## src/rtl/chrono_core.sv

```systemverilog
// MM:SS countdown timer / stopwatch with lap hold, driven by an external tick.
// Optional CHRONO_AUTO_REPEAT_EN adds hold-to-repeat on the adjust buttons.
module chrono_core #(
    parameter int TICKS_PER_SEC = 1000,
    parameter int MIN_W         = 6,
    parameter int MAX_MIN       = 59,
    parameter int REPEAT_DELAY  = 500,
    parameter int REPEAT_RATE   = 100
) (
    input  logic             clk,
    input  logic             rst_n,
    input  logic             en,
    input  logic             tick,
    input  logic             mode,
    input  logic             start,
    input  logic             stop,
    input  logic             reset,
    input  logic             lap,
    input  logic             inc_min,
    input  logic             inc_sec,
    input  logic             inc,
    output logic [MIN_W-1:0] minutes,
    output logic [5:0]       seconds,
    output logic             running,
    output logic             blink,
    output logic             expired
);

    localparam int SUB_W = (TICKS_PER_SEC > 1) ? $clog2(TICKS_PER_SEC) : 1;
    localparam logic [SUB_W-1:0] SUB_MAX = SUB_W'(TICKS_PER_SEC - 1);
    localparam logic [MIN_W-1:0] MIN_MAX = MIN_W'(MAX_MIN);

    localparam int B_START = 5;
    localparam int B_STOP  = 4;
    localparam int B_RESET = 3;
    localparam int B_LAP   = 2;
    localparam int B_IMIN  = 1;
    localparam int B_ISEC  = 0;

    typedef enum logic [1:0] {IDLE, RUN, PAUSE, EXPD} state_t;

    state_t           state, state_nx;
    logic [MIN_W-1:0] cnt_min, min_nx;
    logic [5:0]       cnt_sec, sec_nx;
    logic [SUB_W-1:0] sub, sub_nx;
    logic             hold, hold_nx;

    logic [5:0] btn_r, btn_p, rise;
    logic       mode_r, mode_p;
    logic       start_e, stop_e, reset_e, lap_e, mode_e;
    logic       imin_ev, isec_ev, clr, zero, adj;
    logic [1:0] rep;

    assign rise    = btn_r & ~btn_p;
    assign reset_e = rise[B_RESET];
    assign mode_e  = en & (mode_r != mode_p);
    assign stop_e  = en & rise[B_STOP];
    assign start_e = en & rise[B_START];
    assign lap_e   = en & rise[B_LAP];
    assign imin_ev = en & (rise[B_IMIN] | rep[1]);
    assign isec_ev = en & (rise[B_ISEC] | rep[0]);
    assign zero    = (cnt_min == '0) && (cnt_sec == 6'd0);
    assign adj     = (state == IDLE) || (state == PAUSE);
    assign clr     = reset_e | mode_e | ((state == EXPD) & (stop_e | start_e));

`ifdef CHRONO_AUTO_REPEAT_EN
    localparam int RPT_MAX = (REPEAT_DELAY > REPEAT_RATE) ? REPEAT_DELAY : REPEAT_RATE;
    localparam int RW = $clog2(RPT_MAX + 1);
    localparam logic [RW-1:0] LIM_D = RW'(REPEAT_DELAY - 1);
    localparam logic [RW-1:0] LIM_R = RW'(REPEAT_RATE - 1);

    logic [1:0]    held, arm;
    logic [RW-1:0] rcnt [2];

    assign held = {btn_r[B_IMIN], btn_r[B_ISEC]};

    always_comb begin
        rep = '0;
        for (int i = 0; i < 2; i++) begin
            rep[i] = en && tick && adj && held[i]
                  && (rcnt[i] == (arm[i] ? LIM_R : LIM_D));
        end
    end

    // Phase 1 waits the initial delay, phase 2 (arm) steps at the repeat rate.
    always_ff @(posedge clk or negedge rst_n) begin
        if (!rst_n) begin
            arm <= '0;
            for (int i = 0; i < 2; i++) rcnt[i] <= '0;
        end else begin
            for (int i = 0; i < 2; i++) begin
                if (!held[i] || reset_e) begin
                    rcnt[i] <= '0;
                    arm[i]  <= 1'b0;
                end else if (en && tick && adj) begin
                    if (rep[i]) begin
                        rcnt[i] <= '0;
                        arm[i]  <= 1'b1;
                    end else begin
                        rcnt[i] <= rcnt[i] + 1'b1;
                    end
                end
            end
        end
    end
`else
    assign rep = {2{(REPEAT_DELAY | REPEAT_RATE) < 0}};
`endif

    always_comb begin
        state_nx = state;
        min_nx   = cnt_min;
        sec_nx   = cnt_sec;
        sub_nx   = sub;
        hold_nx  = hold;

        if (en && tick && state == RUN) begin
            if (sub == SUB_MAX) begin
                sub_nx = '0;
                if (!mode_p) begin
                    if (cnt_sec == 6'd0) begin
                        sec_nx = 6'd59;
                        min_nx = cnt_min - 1'b1;
                    end else begin
                        sec_nx = cnt_sec - 1'b1;
                    end
                    if (cnt_min == '0 && cnt_sec == 6'd1) state_nx = EXPD;
                end else if (cnt_min == MIN_MAX && cnt_sec == 6'd59) begin
                    state_nx = PAUSE;
                end else if (cnt_sec == 6'd59) begin
                    sec_nx = 6'd0;
                    min_nx = cnt_min + 1'b1;
                end else begin
                    sec_nx = cnt_sec + 1'b1;
                end
            end else begin
                sub_nx = sub + 1'b1;
            end
        end

        if (clr) begin
            state_nx = IDLE;
            min_nx   = '0;
            sec_nx   = 6'd0;
            sub_nx   = '0;
            hold_nx  = 1'b0;
        end else if (stop_e) begin
            if (state == RUN && state_nx == RUN) state_nx = PAUSE;
        end else if (start_e) begin
            if (adj && !(!mode_p && zero)) begin
                state_nx = RUN;
                if (state == IDLE) sub_nx = '0;
            end
        end else if (lap_e) begin
            if (mode_p && (state == RUN || state == PAUSE)) hold_nx = !hold;
        end else if (imin_ev) begin
            if (adj) begin
                if (inc) min_nx = (cnt_min == MIN_MAX) ? '0 : cnt_min + 1'b1;
                else     min_nx = (cnt_min == '0) ? MIN_MAX : cnt_min - 1'b1;
            end
        end else if (isec_ev) begin
            if (adj) begin
                if (inc) sec_nx = (cnt_sec == 6'd59) ? 6'd0 : cnt_sec + 1'b1;
                else     sec_nx = (cnt_sec == 6'd0) ? 6'd59 : cnt_sec - 1'b1;
            end
        end
    end

    // Display registers freeze while the lap hold stays set.
    always_ff @(posedge clk or negedge rst_n) begin
        if (!rst_n) begin
            state   <= IDLE;
            cnt_min <= '0;
            cnt_sec <= 6'd0;
            sub     <= '0;
            hold    <= 1'b0;
            btn_r   <= '0;
            btn_p   <= '0;
            mode_r  <= 1'b0;
            mode_p  <= 1'b0;
            minutes <= '0;
            seconds <= 6'd0;
            running <= 1'b0;
            blink   <= 1'b0;
            expired <= 1'b0;
        end else begin
            btn_r   <= {start, stop, reset, lap, inc_min, inc_sec};
            btn_p   <= btn_r;
            mode_r  <= mode;
            if (en) mode_p <= mode_r;
            state   <= state_nx;
            cnt_min <= min_nx;
            cnt_sec <= sec_nx;
            sub     <= sub_nx;
            hold    <= hold_nx;
            if (!hold || !hold_nx) begin
                minutes <= min_nx;
                seconds <= sec_nx;
            end
            running <= (state_nx == RUN);
            blink   <= (state_nx == PAUSE) || (state_nx == EXPD) || hold_nx;
            expired <= (state_nx == EXPD);
        end
    end

endmodule

```

## config.mk

```make
export PLATFORM = sky130hd
export DESIGN_NAME = chrono_core
export DESIGN_NICKNAME = d
export VERILOG_FILES = /design/src/rtl/chrono_core.sv
export SDC_FILE = /design/constraint.sdc
export NUM_CORES = 1
export LEC_CHECK = 0
export ABC_AREA = 1
export CORE_ASPECT_RATIO = 0.9
export CORE_MARGIN = 10
export CORE_UTILIZATION = 59
export CTS_CLUSTER_DIAMETER = 100
export DETAILED_ROUTE_END_ITERATION = 8
export GPL_TIMING_DRIVEN = 0
export MAX_ROUTING_LAYER = met4
export PLACE_DENSITY = 0.9
export SETUP_SLACK_MARGIN = 0.3
export SLEW_MARGIN = 20
export SYNTH_ARGS = -nofsm -noshare
export SYNTH_HDL_FRONTEND = slang
export SYNTH_SLANG_ARGS = --single-unit
```

## constraint.sdc

```tcl
create_clock -name clk -period 2.01 [get_ports clk]
set_input_delay 0.5025 -clock clk [delete_from_list [all_inputs] [get_ports clk]]
set_output_delay 0.5025 -clock clk [all_outputs]
set_load 0.01 [all_outputs]
```

==> qor.csv, run 1 <==
stage;metric;value;unit
setup_path;reg2reg path depth;12;
setup_path;crit path DAT;2.54;ns
logic_synthesis;Synth Register Bits;54;
placement;RD Place Congestion;0.9370;
cells_and_area;P&R area growth vs syn;36.04;%
placement;buffers added on ports;24;
sta;Final setup viols;12;
floorplan;I/O pins;27;
grt;Total GRT Usage;0.2498;
sta;clk_skew;0.03177;ns
sta;Final Cycle Share;1.146;
logic_synthesis;yosys warns;0;
floorplan;core area;5823;um2
grt;largest net degree at the start of global routing;55;
routing;Via density;6.598;
power;leakage;2.526;nW
clock_tree;Inserted Clock Buffers;5;
placement;hpwl dp;6471;um
floorplan;die area;9667;um2
setup_path;CP endpoint kind;flop;
logic_synthesis;Mapped Cells;496;
setup_path;CP Capture Point;minutes[1]$_DFFE_PN0P_;
routing;drt pass-1 iters;9;
logic_synthesis;Main synth FF type;dfrtp_1;
outcome;run status;finished, violations left;
logic_synthesis;Mapped Area;3617;um2
setup_path;CP max stage cell;dfrtp_1;
clock_tree;Skew-Pair Late Insertion Delay;0.36;ns
setup_path;critical path class;reg -> reg;
power;Pwr Density;569.0;nW/um2
cells_and_area;Inserted Diodes;0;
routing;# DRC;2;
logic_synthesis;Syn Nets;519;
setup_path;Crit path top cell by count;nand2_1;
setup_path;worst flop-to-flop path endpoint;minutes[1]$_DFFE_PN0P_;
placement;area post-placement;3943;um2
clock_tree;CTS Hold Bufs;0;
cells_and_area;fraction of layout cells with a size suffix above 1;0.3472;
hold_path;path category of the worst min-delay check;in -> async;
clock_tree;Clock Pin Slew Worst Setup and Hold Paths;0.14;ns
floorplan;Die H;94.28;um
setup_path;Worst path max stage delay;0.43;ns
grt;initial antenna violation count;0;
logic_synthesis;mean post-synth cell area;7.293;um2
routing;post-route ant nets;0;
sta;fin. max-slew vios;0;
sta;Max Fclk;434.1;MHz
logic_synthesis;EDFF count, synth;0;
logic_synthesis;synth unique cells;38;
outcome;violated checks;DRC, setup timing;
grt;first-pass GRT wire length;18710;um
sta;Final WS setup;-0.2938;ns
cells_and_area;NumNets Final;601;
sta;Final Hold Viols;0;
logic_synthesis;Post-synth ARST share;1.000;
routing;Routed Wire Length;14300;um
setup_path;crit path from;cnt_sec[0]$_DFF_PN0_;
sta;post-layout minimum cycle time;2.304;ns
clock_tree;clk buf depth;2;
routing;wire per inst;22.04;um
cells_and_area;Final Cell Area;4921;um2
floorplan;Die Wd;102.5;um
sta;Slew HR;0.5363;
cells_and_area;utilization after layout;0.8451;
clock_tree;Sink Count;54;
sta;Worst Max-Slew Pin Slew;0.6956;ns
power;Peak VDD IR;0.0004110;V
clock_tree;root buf cell;clkbuf_8;
flow_run;max-cap viol count;0;
grt;vias in the first global route;3841;
routing;DR iter-0 viols;622;
clock_tree;Max H-tree Level;2;
logic_synthesis;sequential share of the synthesized area;0.3736;
setup_path;Worst EP required;2.25;ns
clock_tree;TritonCTS clock tree;yes;
setup_path;Worst Setup Start Kind;flop;
setup_path;reg2reg start;cnt_sec[0]$_DFF_PN0_;
setup_path;flop-to-flop setup slack;-0.29;ns
floorplan;starting density of the core;0.6212;
setup_path;crit-path max FO;4;
routing;Via Count;4282;
grt;total congestion overflow;0;
setup_path;crit path cell chain;buf_4 > buf_6 > inv_8 > ha_4 > buf_4 > nand4_1 > a21oi_1 > o21ai_0 > nand2_1 > nand2_1 > nand3_1 > nand2_1;
floorplan;Site Rows;26;
sta;RSZ-0062 raised after global routing;yes;
==> worst min-delay path by stage <==
stage	from	to	slack, ns	cells past startpoint
6_report	rst_n	cnt_sec[5]$_DFF_PN0_	0.17	1
5_1_grt	rst_n	seconds[4]$_DFFE_PN0P_	0.24	1
4_1_cts	rst_n	cnt_sec[5]$_DFF_PN0_	0.23	1
3_5_place_dp	btn_r[1]$_DFF_PN0_	btn_p[1]$_DFF_PN0_	0.36	0
3_3_place_gp	btn_r[1]$_DFF_PN0_	btn_p[1]$_DFF_PN0_	0.36	0
2_1_floorplan	rst_n	blink$_DFF_PN0_	0.21	0
==> where the power goes <==
group,internal [mW],leakage [nW],switching [mW]
registers,1.14,0.710,0.0418
clock network,0.263,0.0506,0.467
logic,0.318,1.76,0.572
total,1.72,2.53,1.08
==> sequential cells by signal (all words and copies together) (netlist names) <==
| register | cells |
|---|---|
| blink | 1 |
| btn_p | 6 |
| btn_r | 6 |
| cnt_min | 6 |
| cnt_sec | 6 |
| expired | 1 |
| hold | 1 |
| minutes | 6 |
| mode_p | 1 |
| mode_r | 1 |
| running | 1 |
| seconds | 6 |
| state | 2 |
| sub | 10 |
==> repair_timing <==
action                                  in CTS  in global routing
pin swaps                                   35                 37
cloned                                       2                  0
resized for setup                           80                 74
endpoints found under the setup margin      53                 40
setup buffers                               30                 19
hold endpoints to repair                     0                  0
==> worst max-delay path, delay by kind of cell, from the launching register on <==
kind | cells | cell delay [ns]
fa+ha+maj | 1 | 0.13
simple gates | 5 | 0.75
flops | 1 | 0.43
buf+inv | 4 | 0.43
compound gates | 2 | 0.44
==> synthesized netlist by cell type, types with 2 or more instances <==
master	count	area [um2]
nor2_4	11	123.9
ha_1	11	137.6
o21ai_0	13	65.06
clkbuf_1	3	11.26
inv_1	56	210.2
nor4_1	2	12.51
and2_1	5	31.28
o211ai_1	2	15.01
nor3_1	2	10.01
xnor2_1	3	26.28
a21oi_1	15	75.07
nand2_2	5	31.28
inv_2	3	11.26
buf_4	3	22.52
dfrtp_1	54	1351
nor2_1	48	180.2
nand3_2	4	40.04
buf_2	6	30.03
buf_6	3	33.78
nand3b_1	3	22.52
nand3_4	3	52.55
nand2_1	152	570.6
nand3_1	53	265.3
xor2_1	6	52.55
nor2_2	5	31.28
nand4_1	13	81.33
==> cells by family after synthesis <==
logic type                 after synthesis  share of synthesized area
AOI/OAI and AO/OA                       35                    0.05569
xor gates and xnor gates                 9                    0.02179
adders and majority gates               11                    0.03805
buffers and inverters                   75                    0.08959
DFF                                     54                     0.3736
muxes                                    1                   0.002767
and+or+nand+nor                        311                     0.4185
==> per-layer routing <==
metal | track usage | vias up | routed length (um)
met5 | - | - | 0
met4 | 0.1256 | 0 | 1264
met3 | 0.05666 | 180 | 1693
met2 | 0.4063 | 405 | 6521
met1 | 0.2823 | 1950 | 4821
li1 | - | 1747 | -
==> cell type report <==
class                      count  area [um2]
timing repair buffer          74       665.6
buffer                        15       118.9
clock inverter                 3       28.78
sequential                    54        1355
clock buffer                   5       68.82
fill                         271       902.1
multi-input combinational    368        2351
tap                           70       87.58
inverter                      60       245.2
==> layout by cell type (no fill, tap or decap), types with 3 or more instances in the layout <==
master and instances:
o21ai_0 12, nand4_1 13, nand2_4 4, inv_1 46, buf_4 37, dfrtp_1 51, buf_2 6, a21oi_1 10
xor2_1 6, nor2_2 15, ha_4 6, nor2_1 32, a21oi_2 5, nand3b_1 3, dfrtp_2 3, nand3_1 37
nand3_4 8, inv_2 9, clkdlybuf4s50_1 8, nand3_2 16, nand2_1 124, nor2_4 17, and2_1 4, nand2_2 30
xnor2_1 3, buf_6 19, dlygate4sd2_1 14, inv_4 3, clkbuf_8 5, ha_1 4
==> metrics by stage <==
stage               power [mW]  hold slack (ns)  setup slack [ns]  instances  TNS (ns)
finish                   2.800           0.1668           -0.2938        649    -1.266
global route             2.865           0.2425           -0.2973        649    -2.004
CTS                      2.540           0.2273            0.2123        630         0
detailed placement       1.770           0.3628           -0.2108        590    -2.988
global placement         1.755           0.3588            -1.192        590    -66.56
floorplan                1.586           0.2069            0.3201        496         0
Power figures use the tool's default switching activity.
==> run 2, diff against run 1 <==
--- a/config.mk
+++ b/config.mk
@@ -8,14 +8,15 @@
 export ABC_AREA = 1
 export CORE_ASPECT_RATIO = 0.9
 export CORE_MARGIN = 10
-export CORE_UTILIZATION = 59
+export CORE_UTILIZATION = 60
 export CTS_CLUSTER_DIAMETER = 100
 export DETAILED_ROUTE_END_ITERATION = 8
 export GPL_TIMING_DRIVEN = 0
 export MAX_ROUTING_LAYER = met4
-export PLACE_DENSITY = 0.9
+export PLACE_DENSITY = 0.91
 export SETUP_SLACK_MARGIN = 0.3
 export SLEW_MARGIN = 20
 export SYNTH_ARGS = -nofsm -noshare
 export SYNTH_HDL_FRONTEND = slang
 export SYNTH_SLANG_ARGS = --single-unit
+export TNS_END_PERCENT = 100
==> constraint.sdc (replaced) <==
create_clock -name clk -period 2.7 [get_ports clk]
set_input_delay 0.675 -clock clk [delete_from_list [all_inputs] [get_ports clk]]
set_output_delay 0.675 -clock clk [all_outputs]
set_load 0.01 [all_outputs]
==> qor.csv, run 2 (synthesis results as in run 1) <==
stage;metric;value;unit;change
floorplan;core area;5758;um2;was 5823 um2
routing;DR iter-0 viols;226;;was 622
routing;drt pass-1 iters;8;;was 9
grt;busiest layer in global routing;met2;;unchanged
setup_path;critical path class;reg -> reg;;unchanged
clock_tree;Max H-tree Level;2;;unchanged
placement;RD Place Congestion;0.9553;;was 0.9370
cells_and_area;NumNets Final;550;;was 601
grt;vias in the first global route;3210;;was 3841
grt;Total GRT Usage;0.2025;;was 0.2498
sta;Final Cycle Share;0.8238;;was 1.146
power;clock share of power;0.278;;was 0.261
cells_and_area;fraction of layout cells with a size suffix above 1;0.1136;;was 0.3472
setup_path;reg2reg start;cnt_sec[0]$_DFF_PN0_;;unchanged
routing;Via density;5.507;;was 6.598
cells_and_area;number of fill cells;477;;was 271
clock_tree;Inserted Clock Buffers;5;;unchanged
grt;largest net degree at the start of global routing;55;;unchanged
grt;met3 Use GR;0.04047;;was 0.05666
floorplan;Site Rows;26;;unchanged
placement;buffers added on ports;24;;unchanged
routing;post-route ant nets;0;;unchanged
routing;wire per inst;14.71;um;was 22.04 um
grt;initial antenna violation count;0;;unchanged
flow_run;max-cap viol count;0;;unchanged
placement;hpwl dp;6571;um;was 6471 um
clock_tree;Skew-Pair Late Insertion Delay;0.34;ns;was 0.36 ns
clock_tree;CTS Hold Bufs;0;;unchanged
power;Pwr Density;450.1;nW/um2;was 569.0 nW/um2
cells_and_area;Final Cell Area;4040;um2;was 4921 um2
setup_path;Worst EP required;2.95;ns;was 2.25 ns
routing;Via Count;3293;;was 4282
clock_tree;Sink Count;54;;unchanged
sta;post-layout minimum cycle time;2.224;ns;was 2.304 ns
setup_path;worst flop-to-flop path endpoint;sub[7]$_DFF_PN0_;;was minutes[1]$_DFFE_PN0P_
sta;Final setup viols;0;;was 12
setup_path;flop-to-flop setup slack;0.48;ns;was -0.29 ns
clock_tree;postcts setup bufs;0;;was 30
hold_path;path category of the worst min-delay check;in -> async;;unchanged
floorplan;Die H;93.66;um;was 94.28 um
clock_tree;clk buf depth;2;;unchanged
cells_and_area;most frequent cells in the layout;nand2_1 (152), inv_1 (56), dfrtp_1 (54);;was nand2_1 (124), dfrtp_1 (51), inv_1 (46)
floorplan;starting density of the core;0.6282;;was 0.6212
cells_and_area;P&R area growth vs syn;11.69;%;was 36.04%
sta;Slew HR;0.5514;;was 0.5363
routing;Routed Wire Length;8795;um;was 14300 um
clock_tree;root buf cell;clkbuf_8;;unchanged
power;leakage;2.091;nW;was 2.526 nW
sta;Max Fclk;449.6;MHz;was 434.1 MHz
power;sw frac;0.3424;;was 0.3861
clock_tree;Clock Pin Slew Worst Setup and Hold Paths;0.12;ns;was 0.14 ns
clock_tree;post-cts resize count;0;;was 80
floorplan;Die Wd;101.8;um;was 102.5 um
placement;post-place setup slack;0.2991;ns;was -0.2108 ns
grt;total congestion overflow;0;;unchanged
power;sequential power share;0.481;;was 0.421
grt;met1 Usage GRT;0.2453;;was 0.2823
floorplan;die area;9539;um2;was 9667 um2
power;Peak VDD IR;0.0003406;V;was 0.0004110 V
floorplan;I/O pins;27;;unchanged
sta;Final WS setup;0.4758;ns;was -0.2938 ns
power;Internal;1.196;mW;was 1.719 mW
setup_path;crit-path max FO;10;;was 4
sta;Worst Max-Slew Pin Slew;0.6729;ns;was 0.6956 ns
routing;# DRC;0;;was 2
sta;fin. max-slew vios;0;;unchanged
grt;met2 usage in global routing;0.3330;;was 0.4063
sta;clk_skew;0.02127;ns;was 0.03177 ns
setup_path;reg2reg path depth;9;;was 12
setup_path;crit path DAT;2.47;ns;was 2.54 ns
cells_and_area;Top reg by flops;sub;;unchanged
cells_and_area;Inserted Diodes;0;;unchanged
sta;RSZ-0062 raised after global routing;no;;was yes
clock_tree;TritonCTS clock tree;yes;;unchanged
grt;first-pass GRT wire length;15120;um;was 18710 um
setup_path;CP endpoint kind;flop;;unchanged
power;combinational group share of total power;0.241;;was 0.318
setup_path;CP Capture Point;sub[7]$_DFF_PN0_;;was minutes[1]$_DFFE_PN0P_
power;switching power;0.6226;mW;was 1.081 mW
sta;Final Hold Viols;0;;unchanged
placement;area post-placement;3943;um2;unchanged
setup_path;crit path from;cnt_sec[0]$_DFF_PN0_;;unchanged
setup_path;Worst Setup Start Kind;flop;;unchanged
cells_and_area;most common cell after layout, fill and taps aside;nand2_1;;unchanged
outcome;run status;finished clean;;was finished, violations left
cells_and_area;number of flip-flops under the largest register name;10;;unchanged
-- run 2: worst min path at each step --
stage | from | to | slack [ns] | depth (start not counted)
floorplan | btn_r[1]$_DFF_PN0_ | btn_p[1]$_DFF_PN0_ | 0.35 | 0
global route | btn_r[1]$_DFF_PN0_ | btn_p[1]$_DFF_PN0_ | 0.38 | 0
CTS | btn_r[1]$_DFF_PN0_ | btn_p[1]$_DFF_PN0_ | 0.37 | 0
detailed placement | btn_r[1]$_DFF_PN0_ | btn_p[1]$_DFF_PN0_ | 0.36 | 0
global placement | btn_r[1]$_DFF_PN0_ | btn_p[1]$_DFF_PN0_ | 0.36 | 0
finish | rst_n | cnt_min[4]$_DFF_PN0_ | 0.36 | 1
-- run 2: routing by layer --
metal  share of wire  up-vias  wire length, um
met5               0        -                0
li1                -     1635                -
met1            0.43     1524             3824
met2            0.48      112             4203
met4           0.022        0              190
met3           0.066       22              577
-- run 2: power by group through the flow --
stage | Clock, mW | Sequential, mW | Combinational (mW)
final | 0.505 | 0.875 | 0.438
after detailed placement | 0 | 0.890 | 0.432
after global routing | 0.533 | 0.880 | 0.492
after global placement | 0 | 0.888 | 0.419
after CTS | 0.513 | 0.874 | 0.434
after floorplan | 0 | 0.891 | 0.289
-- run 2: worst max-delay path: stages, from the launching register on --
cell	delay (ns)
dfrtp_1	0.46
clkbuf_1	0.22
inv_1	0.20
ha_1	0.24
nand3_4	0.15
nor2_4	0.19
nand3_1	0.17
nand4_1	0.16
nand3_4	0.15
nor3b_2	0.18
-- run 2: cell type report --
cell class / count / area [um2] / share of cell area
multi-input combinational: 367 / 1942 / 0.4806
sequential: 54 / 1351 / 0.3345
timing repair buffer: 24 / 237.7 / 0.05884
inverter: 60 / 226.5 / 0.05605
buffer: 15 / 97.59 / 0.02416
tap: 70 / 87.58 / 0.02168
clock buffer: 5 / 68.82 / 0.01703
clock inverter: 3 / 28.78 / 0.007123
-- run 2: metrics by stage --
stage | util | power, mW | std cells | hold WS, ns | setup TNS (ns)
floorplan | - | 1.180 | 496 | 0.3540 | 0
global placement | 0.6851 | 1.307 | 590 | 0.3590 | -34.69
detailed placement | 0.6847 | 1.323 | 590 | 0.3620 | 0
CTS | 0.7017 | 1.821 | 598 | 0.3703 | 0
global route | 0.7017 | 1.904 | 598 | 0.3774 | 0
finish | 0.7017 | 1.818 | 598 | 0.3580 | 0
==> run 3, diff against run 2 <==
--- a/config.mk
+++ b/config.mk
@@ -8,12 +8,12 @@
 export ABC_AREA = 1
 export CORE_ASPECT_RATIO = 0.9
 export CORE_MARGIN = 10
-export CORE_UTILIZATION = 60
+export CORE_UTILIZATION = 59
 export CTS_CLUSTER_DIAMETER = 100
 export DETAILED_ROUTE_END_ITERATION = 8
 export GPL_TIMING_DRIVEN = 0
 export MAX_ROUTING_LAYER = met4
-export PLACE_DENSITY = 0.91
+export PLACE_DENSITY = 0.9
 export SETUP_SLACK_MARGIN = 0.3
 export SLEW_MARGIN = 20
 export SYNTH_ARGS = -nofsm -noshare
==> constraint.sdc (replaced) <==
create_clock -name clk -period 2.1 [get_ports clk]
set_input_delay 0.525 -clock clk [delete_from_list [all_inputs] [get_ports clk]]
set_output_delay 0.525 -clock clk [all_outputs]
set_load 0.01 [all_outputs]
==> qor.csv, run 3 (synthesis results as in run 1) <==
stage;metric;value;unit;change
outcome;run status;finished clean;;unchanged
routing;Routed Wire Length;12830;um;was 8795 um
cells_and_area;fraction of layout cells with a size suffix above 1;0.2961;;was 0.1136
flow_run;max-cap viol count;0;;unchanged
sta;Worst Max-Slew Pin Slew;0.7037;ns;was 0.6729 ns
floorplan;core area;5823;um2;was 5758 um2
sta;RSZ-0062 raised after global routing;yes;;was no
sta;Max Fclk;507.6;MHz;was 449.6 MHz
power;Peak VDD IR;0.0004816;V;was 0.0003406 V
sta;Final setup viols;0;;unchanged
setup_path;crit path cell chain;inv_1 > nand2_1 > nor2_4 > nand2_1 > nor2_8 > nand3_2 > nand2_2 > nand2_1 > a21oi_2 > nand2_2 > nor2_1;;was clkbuf_1 > inv_1 > ha_1 > nand3_4 > nor2_4 > nand3_1 > nand4_1 > nand3_4 > nor3b_2
power;post-layout power;2.650;mW;was 1.818 mW
sta;Final Hold Viols;0;;unchanged
cells_and_area;Top reg by flops;sub;;unchanged
setup_path;crit-path max FO;6;;was 10
cells_and_area;Inserted Diodes;0;;unchanged
setup_path;Buf/Inv on CP;1;;was 2
clock_tree;Sink Count;54;;unchanged
cells_and_area;NumNets Final;586;;was 550
floorplan;I/O pins;27;;unchanged
routing;DR iter-0 viols;491;;was 226
sta;Slew HR;0.5309;;was 0.5514
setup_path;crit-path leading delay family;simple AND/OR/NAND/NOR gates;;unchanged
floorplan;Die Wd;102.5;um;was 101.8 um
setup_path;Crit path top cell by count;nand2_1;;was nand3_4
clock_tree;Max H-tree Level;2;;unchanged
cells_and_area;P&R area growth vs syn;31.93;%;was 11.69%
power;Pwr Density;555.4;nW/um2;was 450.1 nW/um2
routing;post-route ant nets;0;;unchanged
setup_path;Worst Setup Start Kind;flop;;unchanged
grt;initial antenna violation count;0;;unchanged
cells_and_area;number of flip-flops under the largest register name;10;;unchanged
routing;Via density;6.289;;was 5.507
setup_path;crit path DAT;2.22;ns;was 2.47 ns
clock_tree;TritonCTS clock tree;yes;;unchanged
routing;Via Count;3987;;was 3293
power;leakage;2.436;nW;was 2.091 nW
sta;clk_skew;0.01115;ns;was 0.02127 ns
setup_path;critical path class;reg -> reg;;unchanged
clock_tree;Skew-Pair Late Insertion Delay;0.32;ns;was 0.34 ns
setup_path;Worst path max stage delay;0.42;ns;was 0.46 ns
clock_tree;Clock Pin Slew Worst Setup and Hold Paths;0.11;ns;was 0.12 ns
placement;hpwl dp;6446;um;was 6571 um
grt;vias in the first global route;3593;;was 3210
cells_and_area;most frequent cells in the layout;nand2_1 (131), dfrtp_1 (52), inv_1 (47);;was nand2_1 (152), inv_1 (56), dfrtp_1 (54)
clock_tree;CTS Hold Bufs;0;;unchanged
routing;wire per inst;20.24;um;was 14.71 um
setup_path;CP endpoint kind;flop;;unchanged
grt;largest net degree at the start of global routing;55;;unchanged
sta;fin. max-slew vios;0;;unchanged
setup_path;Worst EP required;2.35;ns;was 2.95 ns
grt;first-pass GRT wire length;17240;um;was 15120 um
placement;buffers added on ports;24;;unchanged
placement;RD Place Congestion;0.9246;;was 0.9553
grt;total congestion overflow;0;;unchanged
floorplan;starting density of the core;0.6212;;was 0.6282
routing;# DRC;0;;unchanged
floorplan;die area;9667;um2;was 9539 um2
sta;post-layout minimum cycle time;1.970;ns;was 2.224 ns
floorplan;Die H;94.28;um;was 93.66 um
grt;Total GRT Usage;0.2290;;was 0.2025
clock_tree;root buf cell;clkbuf_8;;unchanged
clock_tree;Inserted Clock Buffers;5;;unchanged
routing;drt pass-1 iters;6;;was 8
clock_tree;clk buf depth;2;;unchanged
placement;number of instances in the placed design;590;;unchanged
cells_and_area;fin cells;634;;was 598
cells_and_area;utilization after layout;0.8195;;was 0.7017
hold_path;path category of the worst min-delay check;in -> async;;unchanged
sta;final hold slack;0.2248;ns;was 0.3580 ns
cells_and_area;most common cell after layout, fill and taps aside;nand2_1;;unchanged
sta;Final Cycle Share;0.9381;;was 0.8238
setup_path;CP max stage cell;dfrtp_1;;unchanged
floorplan;Site Rows;26;;unchanged
run 3: layout make-up:
type,instances,area (um2)
Sequential cell,54,1354
Tap cell,70,87.58
Clock buffer,5,68.82
Timing Repair Buffer,59,565.5
Inverter,60,247.7
Multi-Input combinational cell,368,2293
Clock inverter,3,47.55
Buffer,15,107.6
Fill cell,314,1051
run 3: worst paths after layout:
| path | start | to | slack, ns | depth (start not counted) |
|---|---|---|---|---|
| hold reg to reg | btn_r[2]$_DFF_PN0_ | btn_p[2]$_DFF_PN0_ | 0.39 | 0 |
| min in group clk | btn_r[2]$_DFF_PN0_ | btn_p[2]$_DFF_PN0_ | 0.39 | 0 |
| setup reg to reg | sub[3]$_DFF_PN0_ | running$_DFF_PN0_ | 0.13 | 11 |
| setup / recovery | sub[3]$_DFF_PN0_ | running$_DFF_PN0_ | 0.13 | 11 |
| max in group asynchronous | rst_n | cnt_min[0]$_DFF_PN0_ | 1.34 | 1 |
| hold / removal | rst_n | cnt_sec[5]$_DFF_PN0_ | 0.22 | 1 |
run 3: timing repair:
| action | in CTS | in global routing |
|---|---|---|
| gates cloned | 1 | 0 |
| buffers inserted | 18 | 17 |
| pin swaps | 18 | 28 |
| endpoints found under the setup margin | 39 | 41 |
| endpoints found under the hold margin | 0 | 0 |
| gates resized for setup | 39 | 72 |
run 3: routing by layer:
layer / track usage / routed length (um) / vias up
li1: - / - / 1715
met1: 0.2739 / 4707 / 1852
met2: 0.3707 / 6034 / 320
met3: 0.03532 / 1303 / 100
met4: 0.1056 / 786 / 0
met5: - / 0 / -
run 3: report_power, final:
part	switching [mW]	leakage, nW	internal [mW]	total (mW)
clock	0.396	0.0587	0.363	0.758
combinational	0.487	1.66	0.276	0.763
sequential	0.0404	0.712	1.09	1.13
total	0.923	2.44	1.73	2.65
run 3: through the flow:
step / TNS (ns) / worst slack, ns / cell area [um2]
2_1_floorplan: 0 / 0.3832 / 3617
3_3_place_gp: -61.82 / -1.129 / 3945
3_5_place_dp: -1.347 / -0.1350 / 3943
4_1_cts: 0 / 0.2634 / 4380
5_1_grt: 0 / 0.02549 / 4772
6_report: 0 / 0.1300 / 4772
